[src/rtl/dot_rom_arbiter.sv]
// Round-robin arbiter sharing one dot ROM read port among NUM_REQ requesters.
// Latency: grant edge -> rom_addr valid; next edge -> rd_valid/ack one-cycle pulse.
// Backpressure: none downstream; a requester with a fetch in flight is not eligible until its ack has passed.
//
// Ports:
//   clk, rst_n     sole clock (rising edge), asynchronous active-low reset
//   req, req_row   per-requester level request and 3-bit sprite row ([3i+2:3i])
//   rom_addr       registered row address to the external dot ROM
//   rom_data       combinational ROM output for rom_addr
//   ack            one-hot, one-cycle completion pulse
//   rd_data/rd_id  fetched row and owning requester, valid while rd_valid
//   busy           a fetch occupies stage 1 or stage 2

`ifndef DOT_WIDTH
`define DOT_WIDTH 8
`endif

module dot_rom_arbiter #(
    parameter int NUM_REQ   = 4,
    parameter int DOT_WIDTH = `DOT_WIDTH,
    localparam int ID_W     = $clog2(NUM_REQ)
) (
    input  logic                   clk,
    input  logic                   rst_n,
    input  logic [NUM_REQ-1:0]     req,
    input  logic [3*NUM_REQ-1:0]   req_row,
    output logic [2:0]             rom_addr,
    input  logic [DOT_WIDTH-1:0]   rom_data,
    output logic [NUM_REQ-1:0]     ack,
    output logic [DOT_WIDTH-1:0]   rd_data,
    output logic [ID_W-1:0]        rd_id,
    output logic                   rd_valid,
    output logic                   busy
);

    // Pointer starts at the last requester so requester 0 is searched first.
    localparam logic [ID_W-1:0] PTR_RST = ID_W'(NUM_REQ - 1);

    // Stage 1: granted fetch, ROM address presented.
    logic                 r_v1;
    logic [ID_W-1:0]      r_id1;
    logic [2:0]           r_rom_addr;
    logic [ID_W-1:0]      r_ptr;

    // Stage 2: ROM data captured, completion reported.
    logic                 r_rd_valid;
    logic [ID_W-1:0]      r_rd_id;
    logic [DOT_WIDTH-1:0] r_rd_data;
    logic [NUM_REQ-1:0]   r_ack;

    logic [NUM_REQ-1:0]   w_elig;
    logic                 w_gnt_vld;
    logic [ID_W-1:0]      w_gnt_id;
    logic [2:0]           w_gnt_row;
    logic [NUM_REQ-1:0]   w_id1_onehot;

    // A requester whose fetch sits in either stage is masked so it can never
    // hold two fetches at once; this also enforces one grant per 3 cycles each.
    always_comb begin
        w_elig = '0;
        for (int i = 0; i < NUM_REQ; i++) begin
            w_elig[i] = req[i]
                      & ~(r_v1       & (r_id1   == ID_W'(i)))
                      & ~(r_rd_valid & (r_rd_id == ID_W'(i)));
        end
    end

    // Round-robin search from r_ptr+1 upward with wrap, done as two ordered
    // passes over constant indices: first those above the pointer, then those
    // at or below it. The first eligible hit in that order wins.
    always_comb begin
        w_gnt_vld = 1'b0;
        w_gnt_id  = '0;
        for (int i = 0; i < NUM_REQ; i++) begin
            if (!w_gnt_vld && w_elig[i] && (ID_W'(i) > r_ptr)) begin
                w_gnt_vld = 1'b1;
                w_gnt_id  = ID_W'(i);
            end
        end
        for (int i = 0; i < NUM_REQ; i++) begin
            if (!w_gnt_vld && w_elig[i] && (ID_W'(i) <= r_ptr)) begin
                w_gnt_vld = 1'b1;
                w_gnt_id  = ID_W'(i);
            end
        end
    end

    // Row of the winner, sampled at the grant edge.
    always_comb begin
        w_gnt_row = '0;
        for (int i = 0; i < NUM_REQ; i++) begin
            if (w_gnt_id == ID_W'(i)) begin
                w_gnt_row = req_row[3*i +: 3];
            end
        end
    end

    always_comb begin
        w_id1_onehot = '0;
        for (int i = 0; i < NUM_REQ; i++) begin
            w_id1_onehot[i] = (r_id1 == ID_W'(i));
        end
    end

    // Stage 1 registers. rom_addr and id1 hold when nothing is granted.
    always_ff @(posedge clk or negedge rst_n) begin
        if (!rst_n) begin
            r_v1       <= 1'b0;
            r_id1      <= '0;
            r_rom_addr <= '0;
            r_ptr      <= PTR_RST;
        end else begin
            r_v1 <= w_gnt_vld;
            if (w_gnt_vld) begin
                r_id1      <= w_gnt_id;
                r_rom_addr <= w_gnt_row;
                r_ptr      <= w_gnt_id;
            end
        end
    end

    // Stage 2 registers. rd_id/rd_data hold between fetches; ack is a pulse.
    always_ff @(posedge clk or negedge rst_n) begin
        if (!rst_n) begin
            r_rd_valid <= 1'b0;
            r_rd_id    <= '0;
            r_rd_data  <= '0;
            r_ack      <= '0;
        end else begin
            r_rd_valid <= r_v1;
            if (r_v1) begin
                r_rd_id   <= r_id1;
                r_rd_data <= rom_data;
                r_ack     <= w_id1_onehot;
            end else begin
                r_ack     <= '0;
            end
        end
    end

    assign rom_addr = r_rom_addr;
    assign ack      = r_ack;
    assign rd_data  = r_rd_data;
    assign rd_id    = r_rd_id;
    assign rd_valid = r_rd_valid;
    assign busy     = r_v1 | r_rd_valid;

    // ack is a single pulse that always coincides with rd_valid.
    a_ack_onehot: assert property (@(posedge clk) disable iff (!rst_n)
        $onehot0(r_ack));
    a_ack_valid: assert property (@(posedge clk) disable iff (!rst_n)
        (|r_ack) == r_rd_valid);

endmodule

[config.mk]
export PLATFORM = sky130hd
export DESIGN_NAME = dot_rom_arbiter
export DESIGN_NICKNAME = d
export VERILOG_FILES = /design/src/rtl/dot_rom_arbiter.sv
export SDC_FILE = /design/constraint.sdc
export NUM_CORES = 1
export LEC_CHECK = 0
export ABC_AREA = 0
export BUFFER_PORTS_ARGS = -buffer_cell sky130_fd_sc_hd__buf_4
export CAP_MARGIN = 20
export CORE_ASPECT_RATIO = 1.5
export CORE_MARGIN = 3
export CORE_UTILIZATION = 44
export CTS_BUF_LIST = sky130_fd_sc_hd__clkbuf_4 sky130_fd_sc_hd__clkbuf_8
export DETAILED_ROUTE_END_ITERATION = 12
export PLACE_DENSITY = 0.77
export SLEW_MARGIN = 30
export SYNTH_ARGS = -nofsm -noshare
export SYNTH_HDL_FRONTEND = slang
export SYNTH_SLANG_ARGS = --single-unit
export TNS_END_PERCENT = 5
[constraint.sdc]
create_clock -name clk -period 2.1 [get_ports clk]
set_input_delay 0.21 -clock clk [delete_from_list [all_inputs] [get_ports clk]]
set_output_delay 0.21 -clock clk [all_outputs]
set_load 0.005 [all_outputs]
==> results.yml <==
placed_design:
  hpwlAfterDp_um: 2120
  gp_congestion: 0.9191
  dp.cells: 176
  port_buffers: 44
route:
  dr.pass1.iters: 4
  avgRoutedWirePerCell_um: 17.93
  ant_nets: 0
  wl_um: 3424
  num_vias: 1129
  vias_per_cell: 5.911
  drc: 0
  dr.first_iter.drc_count: 72
clock_tree:
  htree_levels: 1
  path_clk_slew_ns: 0.14
  cts_tree: "yes"
  worstSkewPairLatency_ns: 0.32
  cts_buffers: 3
  root_buffer: "clkbuf_4"
  cts_buffer_depth: 2
  clkSinkCount: 23
floorplan:
  die_y_um: 66.50
  die-area_um2: 3081
  ios: 45
  start_util: 0.4696
  rows: 21
  coreArea_um2: 2286
  fp.dieW_um: 46.33
power_and_ir_drop:
  swShare: 0.4050
  clkPwrFrac: 0.072
  p_seq_frac: 0.289
  peakVddDrop_uv: 1089
  p_switching_w: 0.001209
  combPwrFrac: 0.638
  p_leak_nw: 0.8392
  power.density_nw_per_um2: 1711
  internal_power_w: 0.001776
cells_and_area:
  area_growth_pct: 62.47
  drive_above_1_share: 0.6250
  fin_cells: 191
  nets: 195
  fillers: 167
  antennaDiodeCount: 0
global_routing:
  antenna_found_initial: 0
  grt-ovfl-total: 0
  grt_pass1_vias: 1116
  grt_usage: 0.2282
  grt_max_degree: 24
  grt_pass1_wl_um: 5037
worst_setup_path:
  r2r-end: "rom_addr[0]"
  crit_fanout: 5
  crit_path_start_kind: "flip-flop"
  rr_worst_depth: 7
  cp.arrival_ns: 2.46
  worst_ep_required_time_ns: 2.31
  crit_end: "rom_addr[0]"
  crit_start: "r_v1"
  endpoint_kind: "flip-flop"
  r2r_start: "r_v1"
  critPathKind: "reg2reg"
  regToRegSetupSlack_ns: -0.14
status:
  violations: "negative setup slack"
  status: "complete, but fails checks"
logic_synthesis:
  yosys_warnings: 0
  synth_fa_ha_area_frac: 0
  ys_ff_latch: 23
  synth-compound-area-share: 0.1900
  post_synth_xor_area_fraction: 0
  muxShareOfSynthArea: 0.1049
  synth_nets: 125
  synth-simple-area-share: 0.1317
  ys_seq_area_frac: 0.5385
  syn-cell-area_um2: 1074
  synth_cell_types: 32
  netlist_instances: 99
  synth_top_family_by_area: "compound AO/OA/AOI/OAI gates"
  syn_avg_cell_area_um2: 10.84
timing:
  relSlewSlack: 0.7303
  worst_slack_ns: -0.1446
  finClkSkew_ns: 0.003021
  hold_viol_final: 0
  finalSetupViolations: 2
  worst_pin_slew_ns: 0.4028
  fmax_mhz: 445.5
  whs_ns: 0.1162
  fin_crit_sh: 1.069
  rsz0062_at_grt: "yes"
  min_period_ns: 2.245
  slew_violations: 0
hold_path:
  holdCritPathClass: "in2reg"
  holdPathStages: 2
run:
  cap_viol_max_count: 0
critical path, cell delays in order, from the launching register on:
cell and delay (ns):
dfrtp_2 0.48, or3b_4 0.27, nand3_1 0.12, and2_4 0.19
a221o_1 0.37, mux2_4 0.32, a221oi_4 0.28, o31ai_2 0.10
per-stage QoR:
stage          power [W]  setup WS (ns)  utilization  setup TNS, ns  area (um^2)
2_1_floorplan   0.001558        0.05860            -              0         1074
3_3_place_gp    0.002186       -0.04818       0.6645       -0.04818         1519
3_5_place_dp    0.002234       -0.07449       0.6645        -0.1455         1519
4_1_cts         0.002664      -0.005110       0.7225      -0.006903         1652
5_1_grt         0.003184        -0.2001       0.7630        -0.4210         1744
6_report        0.002985        -0.1446       0.7630        -0.1734         1744
metal layers:
| metal | track usage | wire length (um) | vias up | part of all wire |
|---|---|---|---|---|
| li1 | - | - | 497 | - |
| met1 | 0.2647 | 1241 | 567 | 0.36 |
| met2 | 0.3983 | 1885 | 51 | 0.55 |
| met3 | 0.02973 | 213 | 14 | 0.062 |
| met4 | 0.09964 | 83 | 0 | 0.024 |
| met5 | 0 | 0 | - | 0 |
worst min path at each step:
stage	start	slack [ns]	to
final	rom_data[1]	0.12	rd_data[1]
after global routing	rom_data[4]	0.10	rd_data[4]
after CTS	rom_data[3]	0.11	rd_data[3]
after detailed placement	rst_n	0.12	ack[2]
after global placement	rst_n	0.12	ack[2]
after floorplan	rst_n	-0.09	ack[0]
power groups by stage:
stage / logic [W] / clock network, W / registers [W]
4_1_cts: 0.00163 / 0.000223 / 0.000816
5_1_grt: 0.00205 / 0.000241 / 0.000892
6_report: 0.00191 / 0.000216 / 0.000863
3_5_place_dp: 0.00140 / 0 / 0.000836
3_3_place_gp: 0.00137 / 0 / 0.000821
2_1_floorplan: 0.000748 / 0 / 0.000810
logic make-up after synthesis:
group | count (synthesis)
simple gates | 29
compound gates | 27
mux | 10
flops | 23
buf+inv | 10
layout make-up:
| type | instances | area (um^2) | share of cell area |
|---|---|---|---|
| repair buffers | 68 | 524.3 | 0.3006 |
| well taps | 23 | 28.78 | 0.01650 |
| flip-flops and latches | 23 | 581.8 | 0.3336 |
| multi-input cells | 66 | 553.0 | 0.3171 |
| clock inverters | 1 | 7.507 | 0.004304 |
| clock buffers | 3 | 22.52 | 0.01291 |
| inverters | 7 | 26.28 | 0.01506 |
Yosys cell counts:
library cell / n / area share
dfrtp_1: 21 / 0.49
nand2_1: 11 / 0.038
mux2_2: 9 / 0.094
inv_1: 7 / 0.024
a21oi_1: 5 / 0.023
nor2_1: 5 / 0.017
nand3_1: 4 / 0.019
clkbuf_1: 3 / 0.010
o21ai_0: 3 / 0.014
o31ai_1: 3 / 0.021
a211oi_1: 2 / 0.014
dfstp_2: 2 / 0.049
o221ai_1: 2 / 0.016
o22ai_1: 2 / 0.012
or2_2: 2 / 0.012
or3b_1: 2 / 0.016
a21o_1: 1 / 0.0070
a221o_1: 1 / 0.0093
a221oi_1: 1 / 0.0082
a221oi_2: 1 / 0.014
a22o_1: 1 / 0.0082
a32o_1: 1 / 0.0093
and2_1: 1 / 0.0058
and3_1: 1 / 0.0058
mux2_1: 1 / 0.010
nand3b_1: 1 / 0.0070
nor2b_1: 1 / 0.0058
nor3_1: 1 / 0.0047
o211ai_1: 1 / 0.0070
o21a_1: 1 / 0.0070
o21ba_2: 1 / 0.0093
o221a_1: 1 / 0.010
registers in the layout, summed over array words and instances (netlist names):
signal / count
ack: 4
r_id1: 2
r_ptr: 2
r_v1: 1
rd_data: 8
rd_id: 2
rd_valid: 1
rom_addr: 3
cell usage in the layout, fill, tap and decap left out, types with 2 or more instances in the layout:
master and n:
a211oi_2 2, a21oi_1 4, buf_4 64, buf_6 3, clkbuf_4 3, dfrtp_1 18
dfrtp_2 3, dfstp_2 2, inv_1 7, mux2_2 9, nand2_1 9, nand2_2 2
nand3_1 3, nor2_1 4, o21ai_0 2, o221ai_2 2, o22ai_1 2, or2_2 2
repair_timing:
action,4_1_cts,5_1_grt
gates resized for setup,10,17
gates cloned,0,0
buffers inserted,7,3
endpoints found under the setup margin,3,3
hold buffers,1,0
endpoints found under the hold margin,21,0
pin swaps,1,12
Note: power is estimated with default switching activity, not from simulation.
